## src/rtl/mem_fu_nb.sv

```systemverilog
// Non-blocking load/store unit: pending-load slots with line fill and CDB writeback.
// Stores resolve combinationally into the store queue.
package mem_fu_pkg;
    typedef enum logic [3:0] {
        LOAD_BYTE,
        LOAD_HALF,
        LOAD_WORD,
        LOAD_DOUBLE,
        LOAD_BYTE_U,
        LOAD_HALF_U,
        STORE_BYTE,
        STORE_HALF,
        STORE_WORD,
        STORE_DOUBLE
    } MEM_FUNC;

    typedef enum logic [1:0] {
        FREE,
        WAIT,
        READY
    } slot_st_e;
endpackage

module mem_fu_nb
    import mem_fu_pkg::*;
#(
    parameter int NUM_PENDING = 4,
    parameter int TAG_W       = 6,
    parameter int SQ_W        = 3
) (
    input  logic             clock,
    input  logic             reset,
    input  logic             valid,
    input  MEM_FUNC          func,
    input  logic [31:0]      rs1,
    input  logic [31:0]      rs2,
    input  logic [31:0]      imm,
    input  logic [TAG_W-1:0] dest_tag,
    input  logic [SQ_W-1:0]  sq_idx,
    input  logic             flush,
    input  logic             cache_resp_valid,
    input  logic [31:0]      cache_resp_addr,
    input  logic [63:0]      cache_resp_data,
    input  logic             cdb_grant,
    output logic             full,
    output logic             dcache_req_valid,
    output logic [31:0]      dcache_req_addr,
    output logic             sq_valid,
    output logic [31:0]      sq_addr,
    output logic [31:0]      sq_data,
    output logic [SQ_W-1:0]  sq_idx_out,
    output logic             cdb_request,
    output logic [TAG_W-1:0] cdb_tag,
    output logic [31:0]      cdb_data
);
    localparam int IW = (NUM_PENDING > 1) ? $clog2(NUM_PENDING) : 1;

    slot_st_e         state_q [NUM_PENDING];
    slot_st_e         state_d [NUM_PENDING];
    logic [TAG_W-1:0] tag_q   [NUM_PENDING];
    logic [TAG_W-1:0] tag_d   [NUM_PENDING];
    logic [31:0]      addr_q  [NUM_PENDING];
    logic [31:0]      addr_d  [NUM_PENDING];
    MEM_FUNC          func_q  [NUM_PENDING];
    MEM_FUNC          func_d  [NUM_PENDING];
    logic [31:0]      data_q  [NUM_PENDING];
    logic [31:0]      data_d  [NUM_PENDING];
    logic [IW-1:0]    req_ptr_q, req_ptr_d;
    logic             req_hold_q, req_hold_d;

    logic [31:0]      eff_addr;
    logic             is_load, is_store;
    logic             any_free, any_wait, any_ready;
    logic [IW-1:0]    free_idx, wait_idx, ready_idx, req_idx;
    logic             alloc_en, grant_en;
    logic             unused_resp_lsb;

    assign eff_addr        = rs1 + imm;
    assign unused_resp_lsb = ^cache_resp_addr[2:0];

    function automatic logic [31:0] extract(
        input MEM_FUNC     f,
        input logic [31:0] a,
        input logic [63:0] line
    );
        logic [31:0] w;
        logic [7:0]  b;
        logic [15:0] h;
        w = a[2] ? line[63:32] : line[31:0];
        b = w[{a[1:0], 3'b000} +: 8];
        h = a[1] ? w[31:16] : w[15:0];
        case (f)
            LOAD_BYTE:   extract = {{24{b[7]}}, b};
            LOAD_BYTE_U: extract = {24'd0, b};
            LOAD_HALF:   extract = {{16{h[15]}}, h};
            LOAD_HALF_U: extract = {16'd0, h};
            default:     extract = w;
        endcase
    endfunction

    always_comb begin
        is_load  = 1'b0;
        is_store = 1'b0;
        case (func)
            LOAD_BYTE, LOAD_HALF, LOAD_WORD,
            LOAD_DOUBLE, LOAD_BYTE_U, LOAD_HALF_U: is_load = 1'b1;
            STORE_BYTE, STORE_HALF,
            STORE_WORD, STORE_DOUBLE:              is_store = 1'b1;
            default: ;
        endcase
    end

    // Descending scan leaves the lowest matching index in each *_idx.
    always_comb begin
        any_free  = 1'b0;
        any_wait  = 1'b0;
        any_ready = 1'b0;
        free_idx  = '0;
        wait_idx  = '0;
        ready_idx = '0;
        for (int i = NUM_PENDING - 1; i >= 0; i--) begin
            if (state_q[i] == FREE) begin
                any_free = 1'b1;
                free_idx = IW'(i);
            end
            if (state_q[i] == WAIT) begin
                any_wait = 1'b1;
                wait_idx = IW'(i);
            end
            if (state_q[i] == READY) begin
                any_ready = 1'b1;
                ready_idx = IW'(i);
            end
        end
    end

    // Keep requesting the same line until its slot leaves WAIT.
    always_comb begin
        if (req_hold_q && state_q[req_ptr_q] == WAIT)
            req_idx = req_ptr_q;
        else
            req_idx = wait_idx;
        req_ptr_d  = req_idx;
        req_hold_d = any_wait;
    end

    assign full             = !any_free;
    assign alloc_en         = valid && is_load && any_free && !flush;
    assign grant_en         = any_ready && cdb_grant;
    assign dcache_req_valid = any_wait;
    assign dcache_req_addr  = any_wait ? {addr_q[req_idx][31:3], 3'b000} : '0;
    assign cdb_request      = any_ready;
    assign cdb_tag          = any_ready ? tag_q[ready_idx] : '0;
    assign cdb_data         = any_ready ? data_q[ready_idx] : '0;
    assign sq_valid         = valid && is_store;
    assign sq_addr          = sq_valid ? eff_addr : '0;
    assign sq_data          = sq_valid ? rs2 : '0;
    assign sq_idx_out       = sq_valid ? sq_idx : '0;

    always_comb begin
        state_d = state_q;
        tag_d   = tag_q;
        addr_d  = addr_q;
        func_d  = func_q;
        data_d  = data_q;
        if (flush) begin
            for (int i = 0; i < NUM_PENDING; i++)
                state_d[i] = FREE;
        end else begin
            if (cache_resp_valid) begin
                for (int i = 0; i < NUM_PENDING; i++) begin
                    if (state_q[i] == WAIT &&
                        addr_q[i][31:3] == cache_resp_addr[31:3]) begin
                        state_d[i] = READY;
                        data_d[i]  = extract(func_q[i], addr_q[i],
                                             cache_resp_data);
                    end
                end
            end
            if (grant_en)
                state_d[ready_idx] = FREE;
            if (alloc_en) begin
                state_d[free_idx] = WAIT;
                tag_d[free_idx]   = dest_tag;
                addr_d[free_idx]  = eff_addr;
                func_d[free_idx]  = func;
                data_d[free_idx]  = '0;
            end
        end
    end

    always_ff @(posedge clock) begin
        if (reset) begin
            for (int i = 0; i < NUM_PENDING; i++) begin
                state_q[i] <= FREE;
                tag_q[i]   <= '0;
                addr_q[i]  <= '0;
                func_q[i]  <= LOAD_BYTE;
                data_q[i]  <= '0;
            end
            req_ptr_q  <= '0;
            req_hold_q <= 1'b0;
        end else begin
            state_q    <= state_d;
            tag_q      <= tag_d;
            addr_q     <= addr_d;
            func_q     <= func_d;
            data_q     <= data_d;
            req_ptr_q  <= req_ptr_d;
            req_hold_q <= req_hold_d;
        end
    end
endmodule

```

## config.mk

```make
export PLATFORM = sky130hd
export DESIGN_NAME = mem_fu_nb
export DESIGN_NICKNAME = d
export VERILOG_FILES = /design/src/rtl/mem_fu_nb.sv
export SDC_FILE = /design/constraint.sdc
export NUM_CORES = 1
export LEC_CHECK = 0
export BUFFER_PORTS_ARGS = -buffer_cell sky130_fd_sc_hd__buf_2
export CORE_MARGIN = 4
export CORE_UTILIZATION = 49
export DETAILED_ROUTE_END_ITERATION = 10
export PLACE_DENSITY = 0.71
export SLEW_MARGIN = 20
export SYNTH_ARGS = -nofsm -noshare
export SYNTH_HDL_FRONTEND = slang
export SYNTH_SLANG_ARGS = --single-unit
```

## constraint.sdc

```tcl
create_clock -name clock -period 5.7 [get_ports clock]
set_clock_uncertainty 0.1 [all_clocks]
set_input_delay 0.855 -clock clock [delete_from_list [all_inputs] [get_ports clock]]
set_output_delay 0.855 -clock clock [all_outputs]
set_load 0.03 [all_outputs]
```

==> results.txt <==
----------------------------------------------------
[Clock network]
  Clock tree from TritonCTS ... done
  Clock buffer count from CTS ... 36
  Clock tree root driver cell ... clkbuf_16
  Post-CTS Hold Fix Bufs ... 0
  Clock Sink Count ... around 310
  Clk Latency, worst-skew pair ... between 0.5 and 0.6 ns
  H-Tree Depth ... 2
  CTS clk-pin slew, worst paths ... 0.06 ns
  Number of setup buffers added after CTS ... 0
  Number of buffers on the longest clock path ... 3
  CTS-repair resized insts ... 0

[Floorplanning]
  Area inside the core boundary ... 40800 um^2
  Area enclosed by the die boundary ... 44600 um^2
  Row cnt ... 74
  Die width ... between 200 and 250 um
  I/O pin total ... approximately 350
  Starting density of the core ... approximately half
  Chip Height ... 211 um

[Critical path]
  Number of cells on the worst reg-to-reg path ... 9
  Launch point of the worst reg-to-reg path ... addr_q[66]
  Type of the worst setup path ... primary input to output port
  R2R setup slack ... roughly 1.8 ns
  Worst r2r dst ... data_q[89]
  Critical path peak fanout ... 5
  Worst EP arrival ... 4.05 ns
  Endpoint class of the critical path ... output port
  WP data required ... 4.74 ns
  Setup crit start kind ... primary input

[Timing]
  Unrepaired setup endpoints after global routing ... no
  Headroom to the max-slew limit ... 27.0%
  Hold violation total from the final report ... 0
  Post-layout minimum cycle time ... 5.01 ns
  Setup Total Neg Slack ... 0 ns
  Total setup violations reported at the end of the flow ... 0
  Crit share post-route ... ~88%
  Highest clock rate ... 0.200 GHz
  Pins Over Slew Limit ... 0
  Worst setup slack after layout ... 0.690 ns
  Worst Max-Slew Pin Slew ... 1.10 ns

[Pwr]
  Max VDD drop ... 259 uV
  Pwr dens ... between 200 and 250 nW/um^2
  Power after layout ... ~5300 uW
  Static leakage power ... 0.00959 uW

[Synthesis]
  Synthesized instance count ... 2579
  Fraction of registers with async set or reset after synthesis ... 0%
  Top flip-flop cell by instance count after synthesis ... dfxtp_1
  Flip-flop and latch count after synthesis ... 307
  Area share of the largest cell type after synthesis ... 30.4%
  Yosys Warn Count ... 0
  Number of different library cells in the post-synthesis netlist ... 79
  Top cell type by total area after synthesis ... dfxtp_1
  Post-synth EDFFs ... 0
  Sequential share of the synthesized area ... 30.4%
  Area contributors post-synth ... dfxtp_1 (30%), mux2i_1 (6.6%), nor2_1 (6.2%), mux2_2 (6.1%), a21oi_1 (6.0%)
  Average footprint of a synthesized cell ... around 7.8 um^2
  Syn Std Cell Area ... 20200 um^2

[Global route]
  GRT Overall Usage ... 35.5%
  Overall overflow remaining after global route ... 0
  First-pass GRT wire length ... about 120 mm
  Most congested layer reported by global routing ... met2
  Met2 global-route usage ... 58.9%
  Maximum number of pins on one net before global-route repair ... slightly below 90
  Antenna violations before repair ... 7
  Global Route met1 Usage ... 44.5%
  Met3 usage ... 5.15%
  Vias in the first global route ... 20400

[Routing]
  Detailed-route wire length ... around 84 mm
  Post-DR wirelength/cell ... roughly 25 um
  Number of iterations in the first detailed-routing pass ... 8
  Number of nets with antenna violations after routing ... 0
  Initial drt markers ... around 2400
  Avg Vias per Cell ... 6.36
  Total via count in the routed design ... between 20000 and 25000
  DRC violation count after routing ... 0

[Placement]
  Placement-stage worst setup slack ... 0.789 ns
  Half-perimeter wire length after placement ... 62.1 mm
  RePlAce Congestion ... 1.04
  Total of buffers placed on input and output ports ... 345

[Final layout]
  Layout-stage area growth over the synthesis result ... 15.5%
  Post-layout net count ... 3045
  Core utilization of the finished layout ... 57.2%
  Fraction of layout instances using a drive strength above 1 ... 21.2%

[Worst hold path]
  Endpoint with the worst hold slack ... data_q[110]
  Worst min-delay path class ... flop to flop
  Cell depth of the worst min-delay path ... 2
  Hold Startpoint ... data_q[110]

[Status]
  Status ... completed

[Run]
  Max Cap Viol ... 0

----------------------------------------------------
how the worst max path moves through the flow:
stage	start	endpoint	slack (ns)	cells past startpoint
after floorplan	rs1[0]	sq_addr[30]	1.33	10
after global placement	rs1[0]	sq_addr[28]	0.83	13
after detailed placement	rs1[0]	sq_addr[28]	0.79	13
after CTS	rs1[0]	sq_addr[28]	0.77	13
after global routing	rs1[0]	sq_addr[28]	0.51	13
final	rs1[0]	sq_addr[28]	0.69	13
stage by stage:
step                      instances  hold WS (ns)  instance area, um^2
after floorplan                2581         0.320                20300
after global placement         3296         0.333                22200
after detailed placement       3296         0.337                22200
after CTS                      3358         0.351                23400
after global routing           3362         0.362                23400
final                          3362         0.349                23400
area by class of cell:
class | instances | area [um^2]
antenna | 4 | 10.0
clock buffer | 52 | 1040
clock inverter | 10 | 91.3
fill | 3845 | 17500
inverter | 25 | 93.8
multi-input combinational | 2050 | 13300
sequential | 307 | 6150
tap | 532 | 666
timing repair buffer | 382 | 2020
worst max-delay path: stages:
cell      delay, ns
buf_2          0.10
ha_1           0.22
fa_1           0.42
a21oi_1        0.25
o211ai_1       0.19
a211oi_2       0.31
o31ai_1        0.23
o211ai_1       0.31
a31oi_1        0.13
nor2_1         0.13
xor2_1         0.63
nor2_1         0.07
buf_2          0.20
kinds of logic after synthesis:
logic type               synth area share, %
AO/OA/AOI/OAI                           23.9
adder cells (fa/ha/maj)                 2.01
buffers and inverters                   4.44
other                                 0.0185
AND/OR/NAND/NOR                         19.8
XOR/XNOR                                6.01
flip-flops                              30.4
multiplexers                            13.5
Yosys cell counts, drive strengths merged, types with 6 or more instances:
cell type	number
a2111oi	9
a211oi	25
a21boi	17
a21o	18
a21oi	244
a222oi	41
a22o	15
a22oi	52
a32o	9
and2	17
and3	45
buf	43
clkbuf	156
dfxtp	307
ha	31
inv	25
mux2	109
mux2i	133
mux4	8
nand2	314
nand2b	14
nand3	34
nand3b	18
nand4	16
nor2	335
nor2b	13
nor3	20
nor3b	6
nor4	28
o211ai	24
o21ai	137
o221ai	22
o22ai	47
o2bb2ai	24
o311ai	8
o31ai	10
or2	9
or4	11
xnor2	40
xor2	99
routing by layer:
metal | vias up | share of wire, %
met2 | 1151 | 47
met1 | 10200 | 38
met4 | 6 | 6.3
met5 | - | 0.043
met3 | 254 | 8.3
li1 | 9821 | -
layout by cell type (no fill, tap or decap), types with 25 or more instances in the layout:
cell,instances
clkbuf_16,38
xor2_1,99
nand2_1,310
buf_4,36
mux2i_1,133
buf_2,344
nor4_1,25
dfxtp_1,304
nor2_1,331
a21oi_1,241
and3_1,45
nand3_1,33
a222oi_1,41
mux2_2,109
o21ai_0,117
inv_1,25
ha_1,31
a22oi_1,52
o22ai_1,47
xnor2_1,40
where the power goes:
part | internal, uW | total (uW) | switching, uW | leakage (uW)
clock network | 1320 | 2260 | 940 | 0.000554
registers | 2160 | 2180 | 17.0 | 0.00248
logic | 289 | 911 | 622 | 0.00656
total | 3770 | 5340 | 1580 | 0.00959
sequential cells by signal (all words and copies together) (netlist names):
register    count
func_q         16
req_ptr_q       2
data_q        128
addr_q        128
req_hold_q      1
tag_q          24
state_q         8
Power figures use the tool's default switching activity.
